==> src/rtl/core_out_display.sv <==
// Converts the core's 8-bit output to three BCD digits with a sequential
// double-dabble engine and scans them onto a common-anode seven-segment display.
// Define LEADING_ZERO_BLANK_EN to blank leading zeros on the hundreds/tens digits.
module core_out_display #(
   parameter int SCAN_DIV = 50000,
   parameter int CNT_W    = 16
) (
   input  logic        clk,
   input  logic        nrst,
   input  logic [7:0]  value_in,
   output logic [6:0]  seg,
   output logic [2:0]  an,
   output logic [11:0] bcd,
   output logic        busy
);

   localparam logic [1:0] IDLE = 2'd0;
   localparam logic [1:0] CONV = 2'd1;
   localparam logic [1:0] LOAD = 2'd2;

   localparam logic [CNT_W-1:0] LAST_CNT = CNT_W'(SCAN_DIV - 1);

   logic [1:0]       state_q, state_d;
   logic [7:0]       lastValue_q, lastValue_d;
   logic [7:0]       shift_q, shift_d;
   logic [11:0]      work_q, work_d;
   logic [2:0]       bitCnt_q, bitCnt_d;
   logic [11:0]      bcd_q, bcd_d;
   logic [CNT_W-1:0] cnt_q, cnt_d;
   logic [1:0]       idx_q, idx_d;
   logic [2:0]       an_q, an_d;
   logic [6:0]       seg_q, seg_d;
   logic [11:0]      workAdj;
   logic [3:0]       digit;
   logic             blank;

   function automatic logic [3:0] addThree(input logic [3:0] n);
      return (n >= 4'd5) ? n + 4'd3 : n;
   endfunction

   function automatic logic [6:0] segDecode(input logic [3:0] n);
      case (n)
         4'd0:    return 7'b1000000;
         4'd1:    return 7'b1111001;
         4'd2:    return 7'b0100100;
         4'd3:    return 7'b0110000;
         4'd4:    return 7'b0011001;
         4'd5:    return 7'b0010010;
         4'd6:    return 7'b0000010;
         4'd7:    return 7'b1111000;
         4'd8:    return 7'b0000000;
         4'd9:    return 7'b0010000;
         default: return 7'b1111111;
      endcase
   endfunction

   assign workAdj = {addThree(work_q[11:8]), addThree(work_q[7:4]), addThree(work_q[3:0])};

   // Converter FSM: new values are only sampled in IDLE, so changes during a
   // conversion are dropped and the latest stable value is picked up afterwards.
   always_comb begin
      state_d     = state_q;
      lastValue_d = lastValue_q;
      shift_d     = shift_q;
      work_d      = work_q;
      bitCnt_d    = bitCnt_q;
      bcd_d       = bcd_q;
      case (state_q)
         IDLE: begin
            if (value_in != lastValue_q) begin
               lastValue_d = value_in;
               shift_d     = value_in;
               work_d      = 12'h000;
               bitCnt_d    = 3'd0;
               state_d     = CONV;
            end
         end
         CONV: begin
            {work_d, shift_d} = {workAdj[10:0], shift_q, 1'b0};
            bitCnt_d          = bitCnt_q + 3'd1;
            if (bitCnt_q == 3'd7) begin
               state_d = LOAD;
            end
         end
         LOAD: begin
            bcd_d   = work_q;
            state_d = IDLE;
         end
         default: state_d = IDLE;
      endcase
   end

   always_comb begin
      cnt_d = (cnt_q == LAST_CNT) ? '0 : cnt_q + 1'b1;
      idx_d = idx_q;
      if (cnt_q == LAST_CNT) begin
         idx_d = (idx_q == 2'd2) ? 2'd0 : idx_q + 2'd1;
      end
   end

   always_comb begin
      case (idx_q)
         2'd0:    digit = bcd_q[3:0];
         2'd1:    digit = bcd_q[7:4];
         default: digit = bcd_q[11:8];
      endcase
`ifdef LEADING_ZERO_BLANK_EN
      blank = ((idx_q == 2'd2) && (bcd_q[11:8] == 4'd0)) ||
              ((idx_q == 2'd1) && (bcd_q[11:8] == 4'd0) && (bcd_q[7:4] == 4'd0));
`else
      blank = 1'b0;
`endif
      an_d  = ~(3'b001 << idx_q);
      seg_d = blank ? 7'b1111111 : segDecode(digit);
   end

   always_ff @(posedge clk or negedge nrst) begin
      if (!nrst) begin
         state_q     <= IDLE;
         lastValue_q <= 8'd0;
         shift_q     <= 8'd0;
         work_q      <= 12'h000;
         bitCnt_q    <= 3'd0;
         bcd_q       <= 12'h000;
         cnt_q       <= '0;
         idx_q       <= 2'd0;
         an_q        <= 3'b111;
         seg_q       <= 7'b1111111;
      end else begin
         state_q     <= state_d;
         lastValue_q <= lastValue_d;
         shift_q     <= shift_d;
         work_q      <= work_d;
         bitCnt_q    <= bitCnt_d;
         bcd_q       <= bcd_d;
         cnt_q       <= cnt_d;
         idx_q       <= idx_d;
         an_q        <= an_d;
         seg_q       <= seg_d;
      end
   end

   assign busy = (state_q != IDLE);
   assign bcd  = bcd_q;
   assign an   = an_q;
   assign seg  = seg_q;

endmodule
==> config.mk <==
export PLATFORM = sky130hd
export DESIGN_NAME = core_out_display
export DESIGN_NICKNAME = d
export VERILOG_FILES = /design/src/rtl/core_out_display.sv
export SDC_FILE = /design/constraint.sdc
export NUM_CORES = 1
export LEC_CHECK = 0
export BUFFER_PORTS_ARGS = -buffer_cell sky130_fd_sc_hd__buf_2
export CAP_MARGIN = 25
export CORE_MARGIN = 2
export CORE_UTILIZATION = 33
export CTS_BUF_LIST = sky130_fd_sc_hd__clkbuf_4
export DETAILED_ROUTE_END_ITERATION = 10
export PLACE_DENSITY_LB_ADDON = 0.2
export SLEW_MARGIN = 20
export SYNTH_ARGS = -nofsm -noshare
export SYNTH_HDL_FRONTEND = slang
export SYNTH_SLANG_ARGS = --single-unit
export TNS_END_PERCENT = 5
==> constraint.sdc <==
create_clock -name clk -period 2.06 [get_ports clk]
set_input_delay 0.309 -clock clk [delete_from_list [all_inputs] [get_ports clk]]
set_output_delay 0.309 -clock clk [all_outputs]
set_load 0.01 [all_outputs]
==> out/qor.csv, run 1 <==
stage;metric;value;unit
status;status;complete, no violations;
clock_network;clk_lat worst skew;0.42;ns
power;Leak Pwr;1.73;nW
routing;DRC Markers;0;
power;total power;5.19;mW
global_routing;initial antenna violation count;0;
synth;EDFF count, synth;0;
synth;Synth Area in Compound Gates;10.8;%
global_routing;GRT overflow;0;
run;MaxCap Viol Count;0;
routing;Antenna Nets Post-Route;0;
routing;DR iter-0 viols;88;
global_routing;first-pass GRT wire length;11100;microns
clock_network;TritonCTS clock tree;built;
synth;post-synthesis register bit count;73;
sta;slew margin rel.;56.4;%
routing;Avg WL per Cell;13.4;microns
placed_design;Worst Setup Slack post-DPL;0.222;ns
floorplanning;initial core utilization;33.7;%
synth;Mean Syn Cell Area;11.1;sq um
critical_path;Req. time, crit path;2.35;ns
finish;ant diodes;0;
synth;distinct cell type count after synthesis;38;
worst_hold_path;worst hold path type;primary input to register;
critical_path;critical path class;register to register;
clock_network;CTS Buf Count;9;
floorplanning;IO Pins;33;
synth;Adder-Cell Fraction of Synth Area;4.38;%
worst_hold_path;hold path depth;2;
global_routing;GRT Total Usage;12.8;%
sta;setup ws final;0.210;ns
global_routing;vias in the first global route;2315;
critical_path;Reg2Reg Depth;5;
floorplanning;width of the die;106;microns
finish;Util after Layout;38.8;%
placed_design;GP Congestion;0.760;
sta;hold slack;0.154;ns
clock_network;H-tree Lvls;3;
clock_network;Reg clk slew, reported paths;0.13;ns
synth;xor/xnor share of the synthesized area;6.13;%
clock_network;number of clock sinks;73;
floorplanning;die height;106;microns
finish;ratio of cells with drive above 1 in the final layout;24.5;%
critical_path;reg2reg end;cnt_q[15]$_DFF_PN0_;
sta;Hold Vio Cnt, Final;0;
synth;Net Count, Synth;331;
finish;Fill cells;1016;
sta;RSZ-0062 raised after global routing;false;
finish;# nets final;372;
synth;ys flop type;dfrtp_1;
critical_path;R2R Path Start;cnt_q[13]$_DFF_PN0_;
synth;Ys Warns;0;
placed_design;Post-DP Area;0.00378;sq mm
placed_design;Cell Count Post-Placement;474;
sta;Layout Skew;0.0208;ns
routing;drt pass-1 iters;5;
floorplanning;die area;0.0112;sq mm
worst_hold_path;Hold Path Origin;value_in[2];
sta;Tmin final;1.85;ns
synth;Post-Synthesis Cells;309;
synth;Post-synth ARST share;100;%
finish;post-route cell area;0.00395;sq mm
critical_path;startpoint types;register;
sta;Max Slew Vio Count;0;
placed_design;post-DP HPWL;4540;microns
sta;TNS Setup;0;ns
power;PwrDens;1310;mW/mm^2
sta;final setup vio count;0;
floorplanning;Std-Cell Core Area;0.0102;sq mm
power;Max rail drop VDD;708;uV
sta;highest clock rate;540;MHz
sta;crit share post-route;89.8;%
floorplanning;Row Count;37;
routing;routed vias/inst;4.87;
synth;post-synthesis mux area share;8.25;%
routing;total length of routed wires;6590;microns
critical_path;internal reg-to-reg setup slack;0.21;ns
routing;vias post-DR;2390;
clock_network;CTS root buf;clkbuf_4;
finish;Layout area overhead;15.3;%
critical_path;data arrival time of the worst path;2.14;ns
worst_hold_path;worst-case hold path end point;lastValue_q[2]$_DFFE_PN0P_;
synth;register area share after synthesis;53.6;%
finish;Non-Filler Instances;491;
clock_network;clk buf depth;2;
critical_path;worst-path fanout max;9;
sta;worst slew pin tran;0.648;ns
synth;largest family of logic cells by synthesized area;simple AND/OR/NAND/NOR gates;
synth;Cell Area, Synth;0.00343;sq mm
critical_path;CP endpoint kind;register;
synth;Synth Area in Simple Gates;13.9;%
placed_design;I/O Buffers;32;
global_routing;pin count of the biggest net entering global routing;74;
[synthesized netlist by cell type (2+ instances only)]
| cell type | n | area (sq um) |
|---|---|---|
| nor4b_1 | 3 | 26.3 |
| or3_1 | 2 | 12.5 |
| clkbuf_1 | 9 | 33.8 |
| nor3_1 | 4 | 20.0 |
| dfstp_2 | 10 | 263 |
| nand2b_1 | 6 | 37.5 |
| dfrtp_1 | 63 | 1580 |
| nor2_1 | 7 | 26.3 |
| o22ai_1 | 6 | 37.5 |
| o21ai_0 | 20 | 100 |
| inv_1 | 14 | 52.6 |
| mux2_2 | 18 | 203 |
| nor4_1 | 2 | 12.5 |
| mux2i_1 | 8 | 80.1 |
| a21oi_1 | 6 | 30.0 |
| a31oi_1 | 5 | 31.3 |
| nand4_1 | 4 | 25.0 |
| xnor2_1 | 16 | 140 |
| ha_1 | 12 | 150 |
| o32ai_1 | 2 | 17.5 |
| o21ai_1 | 3 | 15.0 |
| nand3_1 | 10 | 50.1 |
| and3_1 | 3 | 18.8 |
| or4bb_1 | 2 | 22.5 |
| a22o_1 | 2 | 17.5 |
| a221o_1 | 7 | 70.1 |
| o21a_1 | 3 | 22.5 |
| xor2_1 | 8 | 70.1 |
| nand2_1 | 36 | 135 |
| nor2b_1 | 3 | 18.8 |
| and2_1 | 8 | 50.1 |
[flip-flops by register name, summed over array words and instances, names as in the netlist]
register     flops
cnt_q           16
seg              7
bitCnt_q         3
shift_q          8
idx_q            2
bcd             12
lastValue_q      8
work_q          12
state_q          2
an               3
[power by group]
part | switching (mW) | total, mW | internal (mW)
registers | 0.311 | 2.25 | 1.94
clock network | 0.494 | 0.995 | 0.501
logic | 1.03 | 1.95 | 0.919
[metal layers]
metal | GRT usage [%] | part of all wire [%] | up-vias
met5 | 0 | 0 | -
met4 | 5.08 | 1.2 | 0
met3 | 4.23 | 3.5 | 5
met2 | 20.4 | 48 | 34
met1 | 16.2 | 47 | 1174
li1 | - | - | 1177
[critical path, cell delays in order (launching register included)]
cell      delay, ns
dfrtp_1        0.42
or4bb_1        0.53
nor4_2         0.37
buf_4          0.24
nand2b_1       0.11
mux2i_1        0.07
[how the worst max path moves through the flow]
| stage | end | startpoint |
|---|---|---|
| 2_1_floorplan | cnt_q[9]$_DFF_PN0_ | cnt_q[13]$_DFF_PN0_ |
| 3_3_place_gp | cnt_q[15]$_DFF_PN0_ | cnt_q[13]$_DFF_PN0_ |
| 3_5_place_dp | cnt_q[15]$_DFF_PN0_ | cnt_q[13]$_DFF_PN0_ |
| 4_1_cts | cnt_q[15]$_DFF_PN0_ | cnt_q[13]$_DFF_PN0_ |
| 5_1_grt | cnt_q[15]$_DFF_PN0_ | cnt_q[13]$_DFF_PN0_ |
| 6_report | cnt_q[15]$_DFF_PN0_ | cnt_q[13]$_DFF_PN0_ |
[cell type report]
class / instances / area [sq um] / share of cell area, %
repair buffers: 41 / 243 / 6.14
clock inverters: 6 / 81.3 / 2.06
inverters: 14 / 52.6 / 1.33
well taps: 136 / 170 / 4.30
clock buffers: 10 / 75.1 / 1.90
multi-input cells: 211 / 1490 / 37.8
flip-flops and latches: 73 / 1840 / 46.5
[cells by family after synthesis]
| logic type | count (synthesis) |
|---|---|
| adder cells (fa/ha/maj) | 12 |
| AO/OA/AOI/OAI | 57 |
| XOR/XNOR | 24 |
| flip-flops | 73 |
| AND/OR/NAND/NOR | 92 |
| multiplexers | 26 |
| buffers and inverters | 25 |
[repair_timing]
item	4_1_cts	5_1_grt
hold buffers	1	0
resized for setup	0	1
buffers inserted	0	0
hold endpoints to repair	63	0
setup endpoints to repair	0	1
[cells in the final DEF (no fill, tap or decap), drive strengths merged, types with 4 or more instances in the layout]
cell / n
a21oi: 6
buf: 40
xnor2: 16
nand3: 10
nor3: 4
mux2i: 8
dfstp: 10
nand4: 4
nor2: 7
inv: 15
a221o: 7
clkbuf: 10
o22ai: 6
ha: 12
and2: 8
mux2: 18
a31oi: 5
o21ai: 23
nand2b: 6
xor2: 8
dfrtp: 63
nand2: 36
(Power assumes the default switching activity.)
==> run 2: changes to the inputs <==
- RECOVER_POWER: default -> 25
==> run 2 against run 1 <==
Against the previous run:
- clock-buffer cell count unchanged
- worst setup slack about the same
- register-to-register slack about the same
- cell count unchanged
- flip-flop and latch count unchanged
- largest power group unchanged
==> out/qor.csv, run 2 (synthesis results as in run 1) <==
stage;metric;value;unit
worst_hold_path;Hold Path Origin;value_in[2];
run;MaxCap Viol Count;0;
power;Leak Pwr;1.73;nW
floorplanning;die height;106;microns
critical_path;critical path launch point;cnt_q[13]$_DFF_PN0_;
routing;Avg WL per Cell;13.4;microns
floorplanning;IO Pins;33;
clock_network;Reg clk slew, reported paths;0.13;ns
sta;crit share post-route;89.8;%
power;Flop pwr share;43.4;%
sta;TNS Setup;0;ns
sta;RSZ-0062 raised after global routing;false;
finish;ant diodes;0;
global_routing;initial antenna violation count;0;
power;Max rail drop VDD;708;uV
critical_path;CP max-delay cell;or4bb_1;
finish;Fill cells;1017;
sta;Max Slew Vio Count;0;
power;Clock Power Share;19.2;%
sta;Hold Vio Cnt, Final;0;
floorplanning;die area;0.0112;sq mm
sta;setup ws final;0.210;ns
floorplanning;Row Count;37;
placed_design;Worst Setup Slack post-DPL;0.222;ns
sta;Tmin final;1.85;ns
power;Int Pwr;3.36;mW
finish;most frequent cells in the layout;dfrtp_1 (63), nand2_1 (36), buf_2 (32), o21ai_0 (19), mux2_2 (18);
clock_network;clk buf depth;2;
power;Logic pwr share;37.4;%
global_routing;GRT overflow;0;
finish;ratio of cells with drive above 1 in the final layout;24.5;%
finish;Biggest register;cnt_q;
routing;Antenna Nets Post-Route;0;
power;NetSw;1.83;mW
clock_network;number of clock sinks;73;
finish;Layout area overhead;15.0;%
global_routing;GRT Total Usage;12.8;%
clock_network;TritonCTS clock tree;built;
sta;slew margin rel.;34.3;%
finish;max reg flops;16;
critical_path;startpoint types;register;
placed_design;post-DP HPWL;4540;microns
sta;worst slew pin tran;0.986;ns
finish;commonest non-fill, non-tap cell in the layout;dfrtp_1;
sta;highest clock rate;540;MHz
critical_path;Critical Path, Cell by Cell;or4bb_1 > nor4_2 > buf_4 > nand2b_1 > mux2i_1;
global_routing;vias in the first global route;2315;
placed_design;Post-DP Area;0.00378;sq mm
critical_path;worst-path fanout max;9;
finish;# nets final;372;
routing;vias post-DR;2395;
floorplanning;Std-Cell Core Area;0.0102;sq mm
power;sw frac;35.3;%
clock_network;H-tree Lvls;3;
power;total power;5.19;mW
critical_path;Max stage delay on crit path;0.53;ns
sta;Layout Skew;0.0208;ns
placed_design;I/O Buffers;32;
critical_path;CP endpoint kind;register;
routing;routed vias/inst;4.88;
global_routing;first-pass GRT wire length;11100;microns
critical_path;internal reg-to-reg setup slack;0.21;ns
finish;Util after Layout;38.7;%
routing;DR iter-0 viols;89;
status;status;complete, no violations;
worst_hold_path;worst hold path type;primary input to register;
clock_network;Post-CTS Setup Bufs;0;
critical_path;R2R Path Start;cnt_q[13]$_DFF_PN0_;
routing;total length of routed wires;6570;microns
critical_path;critical path class;register to register;
clock_network;clk_lat worst skew;0.42;ns
critical_path;data arrival time of the worst path;2.14;ns
global_routing;pin count of the biggest net entering global routing;74;
placed_design;GP Congestion;0.760;
finish;Non-Filler Instances;491;
critical_path;Req. time, crit path;2.35;ns
floorplanning;width of the die;106;microns
clock_network;CTS Buf Count;9;
routing;DRC Markers;0;
power;PwrDens;1320;mW/mm^2
sta;hold slack;0.154;ns
finish;post-route cell area;0.00394;sq mm
floorplanning;initial core utilization;33.7;%
sta;final setup vio count;0;
placed_design;Cell Count Post-Placement;474;
routing;drt pass-1 iters;5;
clock_network;CTS root buf;clkbuf_4;
[run 2: power groups by stage]
stage	clock network (mW)	logic, mW	registers (mW)
final	0.994	1.94	2.25
after global routing	1.12	2.20	2.31
after CTS	1.04	1.98	2.26
after detailed placement	0	1.96	2.29
after global placement	0	1.92	2.28
after floorplan	0	1.35	2.29
[run 2: critical path, delay by kind of cell, from the launching register on]
family,cells,cell delay [ns]
flip-flops,1,0.42
multiplexers,1,0.07
AND/OR/NAND/NOR,3,1.01
buffers and inverters,1,0.24
[run 2: final cells by class]
class                           count  area (sq um)  share of cell area [%]
Inverter                           14          52.6                    1.33
Clock buffer                       10          75.1                    1.90
Tap cell                          136           170                    4.32
Multi-Input combinational cell    211          1490                    37.9
Clock inverter                      6          81.3                    2.06
Timing Repair Buffer               41           230                    5.84
Sequential cell                    73          1840                    46.7
[run 2: worst paths after layout]
kind,depth (start not counted),endpoint
setup / recovery,5,cnt_q[15]$_DFF_PN0_
hold / removal,2,lastValue_q[2]$_DFFE_PN0P_
setup reg to reg,5,cnt_q[15]$_DFF_PN0_
hold reg to reg,1,cnt_q[15]$_DFF_PN0_
max in group asynchronous,3,cnt_q[14]$_DFF_PN0_
min in group asynchronous,3,bcd[8]$_DFFE_PN0N_
[run 2: routing by layer]
metal  wire [microns]  up-vias  GRT usage, %
li1                 -     1176             -
met1             3090     1178          16.2
met2             3170       36          20.4
met3              236        5          4.23
met4               77        0          5.08
met5                0        -             0
[run 2: timing repair]
item,4_1_cts,5_1_grt
gates resized for setup,0,1
hold buffers,1,0
endpoints found under the hold margin,63,0
setup endpoints to repair,0,1
==> run 3: changes to the inputs <==
- CORE_MARGIN: 2 -> 5
- SKIP_CTS_REPAIR_TIMING: default -> 1
==> run 3 against run 2 <==
Against the previous run:
- critical path type unchanged
- register-to-register slack improved by 0.06 ns
- clock skew decreased by 0.0074 ns
- worst setup slack improved by 0.061 ns
- die area increased by 12%
- clock power decreased by 23%
- largest power group unchanged
==> out/qor.csv, run 3 (synthesis results as in run 1) <==
stage;metric;value;unit
floorplanning;initial core utilization;33.5;%
global_routing;GR peak layer;met2;
placed_design;post-DP HPWL;4680;microns
sta;final setup vio count;0;
global_routing;GRT Total Usage;11.4;%
placed_design;GP Congestion;0.804;
sta;TNS Setup;0;ns
finish;Biggest register;cnt_q;
floorplanning;Row Count;37;
finish;most frequent cells in the layout;dfrtp_1 (63), nand2_1 (36), buf_2 (32), o21ai_0 (20), mux2_2 (18);
routing;Avg WL per Cell;13.5;microns
clock_network;CTS Buf Count;9;
sta;worst slew pin tran;0.986;ns
clock_network;number of clock sinks;73;
finish;Layout area overhead;14.1;%
routing;routed vias/inst;4.76;
placed_design;Cell Count Post-Placement;476;
routing;DR iter-0 viols;99;
sta;RSZ-0062 raised after global routing;false;
status;status;complete, no violations;
finish;Non-Filler Instances;493;
routing;Antenna Nets Post-Route;0;
critical_path;startpoint types;register;
global_routing;GRT overflow;0;
routing;DRC Markers;0;
clock_network;Reg clk slew, reported paths;0.12;ns
critical_path;data arrival time of the worst path;2.11;ns
critical_path;Reg2Reg Depth;6;
routing;drt pass-1 iters;5;
placed_design;I/O Buffers;32;
floorplanning;Std-Cell Core Area;0.0102;sq mm
worst_hold_path;worst hold path type;primary input to register;
global_routing;initial antenna violation count;0;
clock_network;CTS root buf;clkbuf_4;
global_routing;met1 Usage GRT;14.2;%
critical_path;Req. time, crit path;2.38;ns
sta;slew margin rel.;34.3;%
critical_path;internal reg-to-reg setup slack;0.27;ns
critical_path;R2R Path Start;idx_q[0]$_DFFE_PN0N_;
finish;# nets final;374;
clock_network;H-tree Lvls;3;
sta;Hold Vio Cnt, Final;0;
power;Max rail drop VDD;445;uV
sta;hold slack;0.177;ns
global_routing;met2 usage;18.7;%
floorplanning;die height;112;microns
sta;crit share post-route;86.9;%
critical_path;critical path class;register to register;
global_routing;first-pass GRT wire length;11600;microns
floorplanning;die area;0.0125;sq mm
global_routing;GR Util met3;2.77;%
run;MaxCap Viol Count;0;
routing;total length of routed wires;6640;microns
finish;commonest non-fill, non-tap cell in the layout;dfrtp_1;
sta;Layout Skew;0.0133;ns
critical_path;critical path launch point;idx_q[0]$_DFFE_PN0N_;
routing;vias post-DR;2345;
critical_path;CP endpoint kind;register;
critical_path;CP Capture Point;seg[0]$_DFF_PN1_;
power;PwrDens;1270;mW/mm^2
clock_network;TritonCTS clock tree;built;
critical_path;reg2reg end;seg[0]$_DFF_PN1_;
global_routing;vias in the first global route;2449;
floorplanning;width of the die;112;microns
sta;Tmin final;1.79;ns
power;Leak Pwr;1.71;nW
finish;ant diodes;0;
clock_network;clk buf depth;2;
sta;Max Slew Vio Count;0;
critical_path;worst-path fanout max;6;
global_routing;pin count of the biggest net entering global routing;74;
sta;highest clock rate;559;MHz
finish;ratio of cells with drive above 1 in the final layout;24.4;%
clock_network;clk_lat worst skew;0.39;ns
floorplanning;IO Pins;33;
finish;max reg flops;16;
[run 3: cell types whose count changed in the layout (fill, tap and decap cells not counted), sizes merged]
cell / delta
buf: +2
clkinv: +1
clkbuf: +2
bufinv: -2
inv: -1
[run 3: final cells by class]
class / count / area (sq um)
multi-input combinational: 211 / 1490
tap: 136 / 170
timing repair buffer: 43 / 245
clock inverter: 4 / 22.5
fill: 1018 / 6320
clock buffer: 12 / 90.1
sequential: 73 / 1840
inverter: 14 / 52.6
[run 3: per-layer routing]
metal	part of all wire [%]	vias up
li1	-	1177
met1	48	1137
met2	48	26
met3	3.4	5
met4	1.0	0
met5	0	-
[run 3: stage by stage]
| stage | area, sq um | utilization [%] | worst slack [ns] | total power [mW] |
|---|---|---|---|---|
| global route | 3910 | 38.2 | 0.0630 | 5.43 |
| CTS | 3910 | 38.2 | 0.256 | 5.08 |
| detailed placement | 3800 | 37.1 | 0.273 | 4.28 |
| global placement | 3800 | 37.1 | 0.269 | 4.25 |
| finish | 3910 | 38.2 | 0.270 | 4.98 |
| floorplan | 3430 | - | 0.348 | 3.64 |
[run 3: worst max-delay path: stages (launching register included)]
cell and delay, ns:
dfrtp_1 0.49, mux2i_1 0.15, o21ai_0 0.52, inv_1 0.20, ha_1 0.23, nand2_1 0.06, nand3_1 0.08
[run 3: worst min-delay path by stage]
stage           startpoint                          to  slack [ns]  depth (start not counted)
2_1_floorplan         nrst          bcd[0]$_DFFE_PN0N_        0.01                          0
3_3_place_gp          nrst          cnt_q[8]$_DFF_PN0_        0.38                          2
3_5_place_dp          nrst          cnt_q[5]$_DFF_PN0_        0.37                          2
4_1_cts               nrst      work_q[11]$_DFFE_PN0P_       -0.08                          2
5_1_grt        value_in[4]  lastValue_q[4]$_DFFE_PN0P_        0.14                          2
6_report       value_in[1]      shift_q[1]$_DFFE_PN0P_        0.18                          2
[run 3: power by group]
| part | total (mW) | switching [mW] | internal (mW) |
|---|---|---|---|
| registers | 2.26 | 0.321 | 1.94 |
| logic | 1.95 | 1.02 | 0.932 |
| clock network | 0.768 | 0.483 | 0.285 |
